## src/rtl/mc_pkg.sv

```systemverilog
// Shared definitions for the multicycle controller: state encoding,
// instruction-class bit positions and exception cause codes.
package mc_pkg;

   typedef enum logic [2:0] {
      S_FETCH  = 3'd0,
      S_DECODE = 3'd1,
      S_EXEC   = 3'd2,
      S_MEM    = 3'd3,
      S_MDU    = 3'd4,
      S_WB     = 3'd5,
      S_TRAP   = 3'd6
   } state_t;

   localparam int CLS_W      = 7;
   localparam int CLS_ALU    = 0;
   localparam int CLS_LOAD   = 1;
   localparam int CLS_STORE  = 2;
   localparam int CLS_BRANCH = 3;
   localparam int CLS_MDU    = 4;
   localparam int CLS_TRAP   = 5;
   localparam int CLS_ERET   = 6;

   localparam logic [CLS_W-1:0] OH_ALU    = 7'b1 << CLS_ALU;
   localparam logic [CLS_W-1:0] OH_LOAD   = 7'b1 << CLS_LOAD;
   localparam logic [CLS_W-1:0] OH_STORE  = 7'b1 << CLS_STORE;
   localparam logic [CLS_W-1:0] OH_BRANCH = 7'b1 << CLS_BRANCH;
   localparam logic [CLS_W-1:0] OH_MDU    = 7'b1 << CLS_MDU;
   localparam logic [CLS_W-1:0] OH_ERET   = 7'b1 << CLS_ERET;

   localparam logic [1:0] CAUSE_NONE = 2'b00;
   localparam logic [1:0] CAUSE_TRAP = 2'b01;
   localparam logic [1:0] CAUSE_ILL  = 2'b10;
   localparam logic [1:0] CAUSE_TMO  = 2'b11;

   function automatic logic is_onehot(input logic [CLS_W-1:0] c);
      return (c != '0) && ((c & (c - 7'd1)) == '0);
   endfunction

endpackage

```

## src/rtl/multicycle_ctrl_wait_cnt.sv

```systemverilog
// Saturating wait counter shared by the memory-latency and MDU waits.
// Clear wins over enable; the count holds at all-ones instead of wrapping.
module wait_cnt #(
   parameter int W = 4
) (
   input  logic         clk,
   input  logic         rst,
   input  logic         clr,
   input  logic         en,
   output logic [W-1:0] cnt
);

   always_ff @(posedge clk or posedge rst) begin
      if (rst)                    cnt <= '0;
      else if (clr)               cnt <= '0;
      else if (en && cnt != '1)   cnt <= cnt + 1'b1;
   end

endmodule

```

## src/rtl/multicycle_ctrl.sv

```systemverilog
// Multicycle instruction-sequencing controller: FETCH/DECODE/EXEC plus
// memory and MDU wait states and a one-cycle exception (TRAP) state.
module multicycle_ctrl
   import mc_pkg::*;
#(
   parameter int MEM_LAT = 1,
   parameter int MDU_TMO = 40
) (
   input  logic       clk,
   input  logic       rst,
   input  logic       run,
   input  logic [6:0] cls,
   input  logic       cond_ok,
   input  logic       mdu_busy,
   output logic       ir_we,
   output logic       pc_ena,
   output logic       r_we,
   output logic       d_e,
   output logic       d_we,
   output logic       mdu_start,
   output logic       exception,
   output logic       eret,
   output logic [1:0] cause,
   output logic [2:0] state
);

   localparam int CNT_MAX = (MEM_LAT > MDU_TMO) ? MEM_LAT : MDU_TMO;
   localparam int CW      = $clog2(CNT_MAX + 1);
   localparam logic [CW-1:0] MEM_LAST = CW'(MEM_LAT - 1);
   localparam logic [CW-1:0] TMO_CNT  = CW'(MDU_TMO);

   state_t            cur, nxt;
   logic [CLS_W-1:0]  cls_q;
   logic [1:0]        cause_q, cause_nxt;
   logic              cls_ld, cause_ld, cnt_clr, cnt_en;
   logic [CW-1:0]     cnt;

   wait_cnt #(.W(CW)) u_cnt (
      .clk (clk),
      .rst (rst),
      .clr (cnt_clr),
      .en  (cnt_en),
      .cnt (cnt)
   );

   always_ff @(posedge clk or posedge rst) begin
      if (rst) begin
         cur     <= S_FETCH;
         cls_q   <= '0;
         cause_q <= CAUSE_NONE;
      end else begin
         cur <= nxt;
         if (cls_ld)   cls_q   <= cls;
         if (cause_ld) cause_q <= cause_nxt;
      end
   end

   always_comb begin
      nxt       = cur;
      ir_we     = 1'b0;
      pc_ena    = 1'b0;
      r_we      = 1'b0;
      d_e       = 1'b0;
      d_we      = 1'b0;
      mdu_start = 1'b0;
      exception = 1'b0;
      eret      = 1'b0;
      cause     = CAUSE_NONE;
      cls_ld    = 1'b0;
      cause_ld  = 1'b0;
      cause_nxt = CAUSE_NONE;
      cnt_clr   = 1'b0;
      cnt_en    = 1'b0;
      case (cur)
         S_FETCH: begin
            // reset parks the FSM in FETCH; keep ir_we quiet until release
            if (run && !rst) begin
               ir_we = 1'b1;
               nxt   = S_DECODE;
            end
         end
         S_DECODE: begin
            cls_ld = 1'b1;
            if (!is_onehot(cls)) begin
               nxt       = S_TRAP;
               cause_ld  = 1'b1;
               cause_nxt = CAUSE_ILL;
            end else if (cls[CLS_TRAP]) begin
               if (cond_ok) begin
                  nxt       = S_TRAP;
                  cause_ld  = 1'b1;
                  cause_nxt = CAUSE_TRAP;
               end else begin
                  pc_ena = 1'b1;
                  nxt    = S_FETCH;
               end
            end else begin
               nxt = S_EXEC;
            end
         end
         S_EXEC: begin
            case (cls_q)
               OH_ALU: nxt = S_WB;
               OH_LOAD, OH_STORE: begin
                  cnt_clr = 1'b1;
                  nxt     = S_MEM;
               end
               OH_BRANCH: begin
                  pc_ena = 1'b1;
                  nxt    = S_FETCH;
               end
               OH_ERET: begin
                  eret   = 1'b1;
                  pc_ena = 1'b1;
                  nxt    = S_FETCH;
               end
               OH_MDU: begin
                  mdu_start = 1'b1;
                  cnt_clr   = 1'b1;
                  nxt       = S_MDU;
               end
               default: nxt = S_FETCH;
            endcase
         end
         S_MEM: begin
            d_e    = 1'b1;
            d_we   = cls_q[CLS_STORE];
            cnt_en = 1'b1;
            if (cnt == MEM_LAST) begin
               if (cls_q[CLS_STORE]) begin
                  pc_ena = 1'b1;
                  nxt    = S_FETCH;
               end else begin
                  nxt = S_WB;
               end
            end
         end
         S_MDU: begin
            cnt_en = 1'b1;
            // count 0 is the first MDU cycle, where busy is not yet meaningful
            if (cnt != '0) begin
               if (!mdu_busy) begin
                  pc_ena = 1'b1;
                  nxt    = S_FETCH;
               end else if (cnt >= TMO_CNT) begin
                  cause_ld  = 1'b1;
                  cause_nxt = CAUSE_TMO;
                  nxt       = S_TRAP;
               end
            end
         end
         S_WB: begin
            r_we   = 1'b1;
            pc_ena = 1'b1;
            nxt    = S_FETCH;
         end
         S_TRAP: begin
            exception = 1'b1;
            pc_ena    = 1'b1;
            cause     = cause_q;
            nxt       = S_FETCH;
         end
         default: nxt = S_FETCH;
      endcase
   end

   assign state = cur;

endmodule
```

## config.mk

```make
export PLATFORM = sky130hd
export DESIGN_NAME = multicycle_ctrl
export DESIGN_NICKNAME = d
export VERILOG_FILES = /design/src/rtl/mc_pkg.sv /design/src/rtl/multicycle_ctrl_wait_cnt.sv /design/src/rtl/multicycle_ctrl.sv
export SDC_FILE = /design/constraint.sdc
export NUM_CORES = 1
export LEC_CHECK = 0
export CORE_MARGIN = 4
export CORE_UTILIZATION = 30
export CTS_CLUSTER_SIZE = 8
export DETAILED_ROUTE_END_ITERATION = 12
export HOLD_SLACK_MARGIN = 0.12
export PLACE_DENSITY = 0.53
export SYNTH_ARGS = -nofsm -noshare
export SYNTH_HDL_FRONTEND = slang
export SYNTH_SLANG_ARGS = --single-unit
```

## constraint.sdc

```tcl
create_clock -name clk -period 2.8 [get_ports clk]
set_input_delay 0.28 -clock clk [delete_from_list [all_inputs] [get_ports clk]]
set_output_delay 0.28 -clock clk [all_outputs]
set_load 0.05 [all_outputs]
```

## After elaboration in Yosys (flattened, before gate mapping)

Index checks and enable logic that the tools add are counted.

| cells by class | value |
|---|---|
| $add $sub $neg | 2 |
| $lt $le $gt $ge | 1 |
| equality and inequality tests | 17 |
| muxes and demuxes | 51 |
| bitwise logic cells | 1 |
| reductions and logical operators | 16 |

Operators by type and width:

| kind | number |
|---|---|
| 1-bit 2-to-1 mux | 30 |
| 3-bit 2-to-1 mux | 9 |
| 3-bit case mux with 5 select lines | 1 |
| 6-bit 2-to-1 mux | 2 |
| 2-bit 2-to-1 mux | 5 |
| 3-bit equality test (second input constant) | 3 |
| 3-bit case mux with 3 select lines | 1 |
| 2-bit OR reduction | 4 |
| 7-bit bitwise AND | 1 |
| 7-bit by 1-bit equality test with 1-bit output (second input constant) | 1 |
| 7-bit by 2-bit equality test with 1-bit output (second input constant) | 1 |
| 7-bit by 3-bit equality test with 1-bit output (second input constant) | 1 |
| 7-bit by 4-bit equality test with 1-bit output (second input constant) | 1 |
| 7-bit by 5-bit equality test with 1-bit output (second input constant) | 1 |
| 7-bit equality test (second input constant) | 1 |
| 7-bit zero test | 1 |
| 7-bit nonzero test | 1 |
| 7-bit by 1-bit subtractor with 7-bit output (second input constant) | 1 |
| 6-bit by 1-bit adder with 6-bit output (second input constant) | 1 |
| 3-bit by 2-bit equality test with 1-bit output (second input constant) | 2 |
| 6-bit >= comparator (second input constant) | 1 |
| 6-bit zero test | 1 |
| 2-bit != test (second input constant) | 3 |
| 6-bit != test (second input constant) | 1 |
| 12 further kinds | 14 |

| storage, ports and cells | value |
|---|---|
| register bits | 18 |
| bits of input ports | 12 |
| logic and storage cells | 92 |

## Logic depth before layout (Yosys ltp)

Gate-level depths: netlist (run 1).

| logic depth | value |
|---|---|
| depth after elaboration | 6 |
| gate-level depth with buffers | 7 |

## Cells and area by module

From an unflattened synthesis (run 1), not the netlist that was laid out.

| unflattened totals | value |
|---|---|
| cell total of the unflattened synthesis | 151 |
| area, all modules | 1310.0 µm² |

By module, submodules not included:

| module | times used | cells each | area each (µm²) | seq. area each (µm²) |
|---|---|---|---|---|
| multicycle_ctrl | 1 | 111 | 939.7 | 300.3 |
| wait_cnt | 1 | 40 | 370.4 | 150.1 |

## Least setup slack after synthesis (run 1)

OpenSTA, ideal clock, no wires.

| timing path | value |
|---|---|
| path kind | register -> output |
| start | register cur[1], in the netlist state[1] |
| end | output port eret |
| data arrival time | 2.932 ns |
| slack | -0.412 ns |
| stages on the path, launching flop included | 6 |
| buffers on the path | 1 |
| path through | dfrtp_1 -> clkbuf_1 -> nand2b_1 -> nor2_1 -> nand2_1 -> nor4b_1 |

| on the way | value |
|---|---|
| longest elaborated chain between the ends | 2 |

RTL lines:

| element | line | source |
|---|---|---|
| from (decl) | multicycle_ctrl.sv:32 | `state_t cur, nxt;` |
| from (signal assigned) | multicycle_ctrl.sv:52 | `cur <= nxt;` |
| 3-bit by 2-bit equality test with 1-bit output | multicycle_ctrl.sv:74 | `case (cur)` |
| 1-bit 2-to-1 mux | multicycle_ctrl.sv:74 |  |
| to (decl) | multicycle_ctrl.sv:22 | `output logic eret,` |

No other way between the ends.

## Final worst setup path (run 1)

| timing path | value |
|---|---|
| start | register cur[2], in the netlist state[2] |
| end | output port mdu_start |

| on the way | value |
|---|---|
| longest elaborated chain between the ends | 2 |

RTL lines:

| element | line | source |
|---|---|---|
| 3-bit by 2-bit equality test with 1-bit output | multicycle_ctrl.sv:74 |  |
| 1-bit 2-to-1 mux | multicycle_ctrl.sv:74 |  |
| to (decl) | multicycle_ctrl.sv:20 | `output logic mdu_start,` |

No other way between the ends.

==> results by group, run 1 <==
STA
  • Least-Margin Pin Slew: approximately 0.73 ns
  • Endpoints failing setup: 0
  • Rel. slew slack: 0.513
  • Fin crit share: 0.896
  • RSZ-0062 raised after global routing: no
  • Minimum clock period: ~2.5 ns
  • Final Hold Fails: 0
  • Max Clock Freq: 399 MHz
  • Slew Limit Fails: 0
  • Final Skew: ~0.00092 ns
  • Total Neg Setup Slack: 0 ns
  • Final WS setup: just under 0.3 ns

GRT
  • Initial antenna violation count: 0
  • Congestion Overflow GR: 0
  • Vias in the first global route: 1089
  • Total global-route track usage: 0.123
  • Largest net degree at the start of global routing: 19
  • First-pass GRT wire length: approximately 5200 µm

Placed design
  • RePlAce Congestion: 0.868
  • Half-perimeter wire length after placement: approximately 2300 µm
  • Post-DP Area: about 1500 µm²
  • Port Buffer Count: 24
  • Place WS: 0.358 ns

Floorplan
  • Core footprint: around 3800 µm²
  • Die H: approximately 72 µm
  • Num ports: 25
  • Die width: 71.8 µm
  • Row count: 22
  • Die area: between 5000 and 6000 µm²
  • Starting density of the core: 0.322

Route
  • Total DRC errors in the routed layout: 0
  • Drt total wl: between 2000 and 3000 µm
  • Final ANT Viol Nets: 0
  • Drt pass-1 iters: 4
  • Via count: 1118
  • 1st-iter DRT viols: 70
  • Vias/cell: 5.22
  • DR WL/cell: ~14 µm

Power
  • Leak: roughly 0.66 nW
  • Internal power: slightly below 0.9 mW
  • Reg power frac: 0.341
  • Tot Pwr: between 1.5 and 2 mW
  • Switching part of the total: 0.442
  • Net switching power figure: around 0.69 mW
  • VDD IR-drop max: 0.332 mV
  • Clock power frac: 0.138
  • Comb power frac: 0.521
  • Cell Pwr Density: 980 nW/µm²

Clock tree
  • PostCTS Resize Cnt: 0
  • Hold Buf Count CTS: 0
  • CTS root buf: clkbuf_8
  • Clock buffer depth: 2
  • H-tree depth: 1
  • Clock tree from TritonCTS: built
  • Worst-Skew Late Latency: roughly 0.25 ns
  • Post-CTS setup buffer count: 0
  • Clock sinks: 18
  • TritonCTS Buffers: 3
  • Reg clk slew, reported paths: 0.07 ns

Synthesis
  • Sequential share of the synthesized area: 0.368
  • Post-Synthesis Cells: 138
  • Synth warnings: 0
  • Synthesized area: about 1200 µm²
  • Primary FF master, synth: dfrtp_1
  • Post-synth EDFFs: 0
  • Synthesized Nets: 152
  • Synth Area per Inst: slightly below 9 µm²
  • Async S/R FF share, synth: 1.00
  • Synth Register Bits: 18
  • Post-synth cell types: 43

Critical path
  • CP required: roughly 2.5 ns
  • FF-to-FF End: cause_q[0]
  • CP Launch Type: flip-flop
  • Worst R2R Path Depth: 5
  • Worst setup startpoint: state[2]
  • Crit path kind: reg2out
  • Flop2flop setup slack: approximately 0.75 ns
  • Setup crit end: mdu_start
  • CP Max Fanout: 13
  • Worst setup EP type: output port
  • RR Startpoint: u_cnt.cnt[5]
  • WP data arrival: roughly 2.2 ns

Layout
  • Nets: approximately 180
  • Most common cell after layout, fill and taps aside: clkdlybuf4s50_1
  • Diode count: 0
  • Most frequent cells in the layout: clkdlybuf4s50_1 (22), nor2_1 (18), dfrtp_1 (18)
  • Area grow syn2layout: 29.9%
  • Final instance area: 1590 µm²
  • Layout cells sized above 1: 0.133

Outcome
  • Status: completed

Run
  • Maxcap violations: 0

Min path
  • Hold Crit Class: in2async
==> worst max-delay path: stages, from the launching register on <==
cell and delay [ns]:
dfrtp_1 0.51, nand2b_1 0.26, nor2_1 0.15, nand2_1 0.13, nor2_1 0.12, clkdlybuf4s50_1 0.81
==> power groups by stage <==
stage	Clock [mW]	Sequential, mW	Combinational, mW
floorplan	0	0.552	0.568
global placement	0	0.532	0.805
detailed placement	0	0.535	0.810
CTS	0.223	0.530	0.814
global route	0.233	0.555	0.895
finish	0.215	0.531	0.810
==> sequential cells by signal, indices dropped and copies added, names as in the netlist <==
register and count:
cause_q 2, cls_q 7, u_cnt.cnt 6, state 3
==> final cells by class <==
class,instances,area (µm²)
clock buffers,4,55.1
fillers,398,2210
inverters,7,26.3
multi-input cells,109,713
flip-flops and latches,18,450
well taps,48,60.1
repair buffers,28,283
==> kinds of logic after synthesis <==
logic type	count (synthesis)	share of synthesized area
AOI/OAI and AO/OA	29	0.163
DFF	18	0.368
adders and majority gates	2	0.0205
xor gates and xnor gates	8	0.0573
buffers and inverters	11	0.0532
and+or+nand+nor	63	0.274
muxes	7	0.0635
==> how the worst min path moves through the flow <==
| stage | end | slack [ns] | depth (start not counted) |
|---|---|---|---|
| finish | state[1] | 0.47 | 2 |
| global route | cause_q[1] | 0.53 | 2 |
| CTS | cause_q[1] | 0.50 | 2 |
| detailed placement | cause_q[1] | 0.48 | 2 |
| global placement | cause_q[1] | 0.47 | 2 |
| floorplan | cause_q[0] | 0.22 | 1 |
==> synth_stat cells, types with 2 or more instances <==
cell type / instances / share of area
o311a_1: 2 / 0.016
clkbuf_8: 2 / 0.023
nor2b_1: 2 / 0.010
nand3_1: 5 / 0.020
a31oi_1: 3 / 0.015
nor2_1: 18 / 0.055
nand4_1: 3 / 0.015
a211oi_1: 2 / 0.012
ha_1: 2 / 0.020
nand2b_1: 5 / 0.026
dfrtp_1: 18 / 0.37
nor3_1: 3 / 0.012
o21ai_0: 8 / 0.033
and3_1: 4 / 0.020
xor2_1: 4 / 0.029
mux2_2: 6 / 0.055
a21oi_1: 4 / 0.016
inv_1: 7 / 0.021
nor4_1: 3 / 0.015
nand3b_1: 2 / 0.012
nand2_1: 10 / 0.031
xnor2_1: 4 / 0.029
==> metal layers <==
layer / routed length, µm / GRT usage / vias up
met5: 0 / 0 / -
met4: 25 / 0.0271 / 0
met3: 155 / 0.0323 / 4
met2: 1370 / 0.188 / 29
met1: 1410 / 0.174 / 528
li1: - / - / 557
==> metrics by stage <==
step	instances	util	hold slack, ns
finish	214	0.418	0.471
global route	214	0.418	0.526
CTS	214	0.417	0.498
detailed placement	210	0.403	0.480
global placement	210	0.403	0.468
floorplan	138	-	0.219
Note: power is estimated with default switching activity, not from simulation.
==> run 2, diff against run 1 <==
- clock period: 2.8 -> 2.4 ns (I/O delays scaled with it)
==> run 2 against run 1 <==
Sequential share of layout area shrank 0.48 points. Core utilization grew 0.72 points. Count of clock-buffer cells in the layout is the same. Via count shrank 0.27%. Largest power group unchanged. Sequential cell count is the same. Power grew 18%. Hold slack lost 0.026 ns. Sequential power grew 25%. Global-route usage shrank 0.098 points. Critical path depth shrank 2.
==> results by group, run 2 (synthesized netlist as in run 1, its figures left out) <==
Power
  • Tot Pwr: 1.84 mW (+18%)
  • VDD IR-drop max: 0.390 mV (+17%)
  • Cell Pwr Density: 1140 nW/µm² (+16%)
  • Leak: 0.656 nW (-0.30%)

Placed design
  • Cells after DPL: 210 (unchanged)
  • RePlAce Congestion: 0.853 (-1.7%)
  • Half-perimeter wire length after placement: 2260 µm (-1.8%)
  • Port Buffer Count: 24 (unchanged)
  • Post-DP Area: 1550 µm² (+1.1%)

Critical path
  • Crit-path cells: nor2b_1 -> and3_1 -> clkdlybuf4s50_1
  • Worst setup startpoint: state[0]
  • Worst setup EP type: output port
  • CP Max Fanout: 15 (+2)
  • RR Startpoint: u_cnt.cnt[5]
  • Crit path kind: reg2out
  • Slowest stage delay, CP: 0.80 ns (about the same)
  • Max stage delay cell, worst path: clkdlybuf4s50_1
  • CP required: 2.16 ns (-0.36 ns)
  • WP data arrival: 2.06 ns (-0.17 ns)
  • CP Launch Type: flip-flop

Layout
  • Final instance area: 1620 µm² (+1.7%)
  • Area grow syn2layout: 32.1%
  • Layout Cells excl Fill: 214 (unchanged)
  • Most frequent cells in the layout: clkdlybuf4s50_1 (20), nor2_1 (18), dfrtp_1 (18)
  • Nets: 181 (unchanged)
  • Largest register FFs: 7 (unchanged)
  • Layout cells sized above 1: 0.169 (+0.0361)
  • Largest Register: cls_q
  • Most common cell after layout, fill and taps aside: clkdlybuf4s50_1
  • Diode count: 0 (unchanged)

Route
  • 1st-iter DRT viols: 41 (-41%)
  • Vias/cell: 5.21 (-0.27%)
  • DR WL/cell: 13.9 µm (+0.74%)
  • Via count: 1115 (-0.27%)
  • Drt pass-1 iters: 4 (unchanged)
  • Total DRC errors in the routed layout: 0 (unchanged)
  • Drt total wl: 2980 µm (+0.74%)
  • Final ANT Viol Nets: 0 (unchanged)

Run
  • Maxcap violations: 0 (unchanged)

GRT
  • First-pass GRT wire length: 5040 µm (-2.7%)
  • Total global-route track usage: 0.122 (-0.000978)
  • Vias in the first global route: 1068 (-1.9%)
  • Congestion Overflow GR: 0 (unchanged)
  • Initial antenna violation count: 0 (unchanged)
  • Largest net degree at the start of global routing: 19 (unchanged)

STA
  • Minimum clock period: roughly 2.3 ns
  • Max Clock Freq: about 430 MHz
  • Final Hold Fails: 0 (unchanged)
  • Fin crit share: 0.958
  • Rel. slew slack: 0.507 (-0.00513)
  • Slew Limit Fails: 0 (unchanged)
  • Endpoints failing setup: 0 (unchanged)
  • RSZ-0062 raised after global routing: no
  • Least-Margin Pin Slew: 0.738 ns (+0.00769 ns)
  • Final Skew: 0.00206 ns (+0.00114 ns)
  • Total Neg Setup Slack: 0 ns (unchanged)

Floorplan
  • Row count: 22 (unchanged)
  • Core footprint: 3800 µm² (unchanged)
  • Num ports: 25 (unchanged)
  • Die width: 71.8 µm (unchanged)
  • Die area: 5160 µm² (unchanged)
  • Starting density of the core: 0.322 (unchanged)
  • Die H: 71.8 µm (unchanged)

Min path
  • Hold Crit Class: in2async

Clock tree
  • Reg clk slew, reported paths: 0.07 ns (about the same)
  • TritonCTS Buffers: 3 (unchanged)
  • Clock sinks: 18 (unchanged)
  • Worst-Skew Late Latency: 0.25 ns (about the same)
  • Hold Buf Count CTS: 0 (unchanged)
  • Clock tree from TritonCTS: built
  • H-tree depth: 1 (unchanged)
  • CTS root buf: clkbuf_8
  • Clock buffer depth: 2 (unchanged)

Outcome
  • Status: completed
==> run 2: changes by cell type in the layout (fill, tap and decap cells not counted) <==
cell             previous run  this run
buf_12                      1         2
clkdlybuf4s50_1            22        20
nor4_1                      3         1
nor4_2                      1         3
nor4b_4                     0         1
dlymetal6s2s_1              1         0
buf_4                       4         6
o21ai_2                     0         1
o21ai_1                     2         1
nor4b_2                     1         0
==> run 2: report_power, final <==
part           total [mW]  switching [mW]  leakage (nW)  internal (mW)
registers           0.665           0.222         0.219          0.443
logic               0.919           0.491         0.408          0.428
clock network       0.251           0.106        0.0288          0.146
==> run 2: worst paths after layout <==
check                                  end  slack (ns)  cells after the start
worst max-delay path              cause[1]        0.10                      3
worst min-delay path              state[0]        0.45                      2
worst max register to register    state[1]        0.33                      5
worst min register to register  cause_q[1]        0.49                      2
max in group asynchronous         cls_q[6]        1.49                      2
min in group clk                cause_q[1]        0.49                      2
==> run 2: stage by stage <==
step                hold WS [ns]  worst slack (ns)  utilization
floorplan                  0.179             0.163            -
global placement           0.473             0.193        0.407
detailed placement         0.482             0.135        0.407
CTS                        0.468            0.0951        0.422
global route               0.521            0.0216        0.425
finish                     0.445             0.100        0.425
==> run 2: final cells by class <==
class	instances	area [µm²]
Tap cell	48	60.1
Fill cell	389	2180
Clock buffer	4	55.1
Timing Repair Buffer	28	285
Inverter	7	26.3
Multi-Input combinational cell	109	738
Sequential cell	18	450
==> run 2: layer usage <==
metal	wire, µm	track usage	vias up
met5	0	0	-
met4	19	0.0438	0
met3	125	0.0196	2
met2	1370	0.197	18
met1	1460	0.164	542
li1	-	-	553
==> run 2: critical path, delay by kind of cell, from the launching register on <==
| family | cells | cell delay [ns] |
|---|---|---|
| AND/OR/NAND/NOR | 2 | 0.47 |
| flip-flops | 1 | 0.54 |
| buffers and inverters | 1 | 0.80 |
==> run 2: repair_timing <==
action                                  in CTS  in global routing
setup buffers                                0                  0
gates resized for setup                      0                  2
endpoints found under the hold margin        0                  0
endpoints found under the setup margin       0                  1
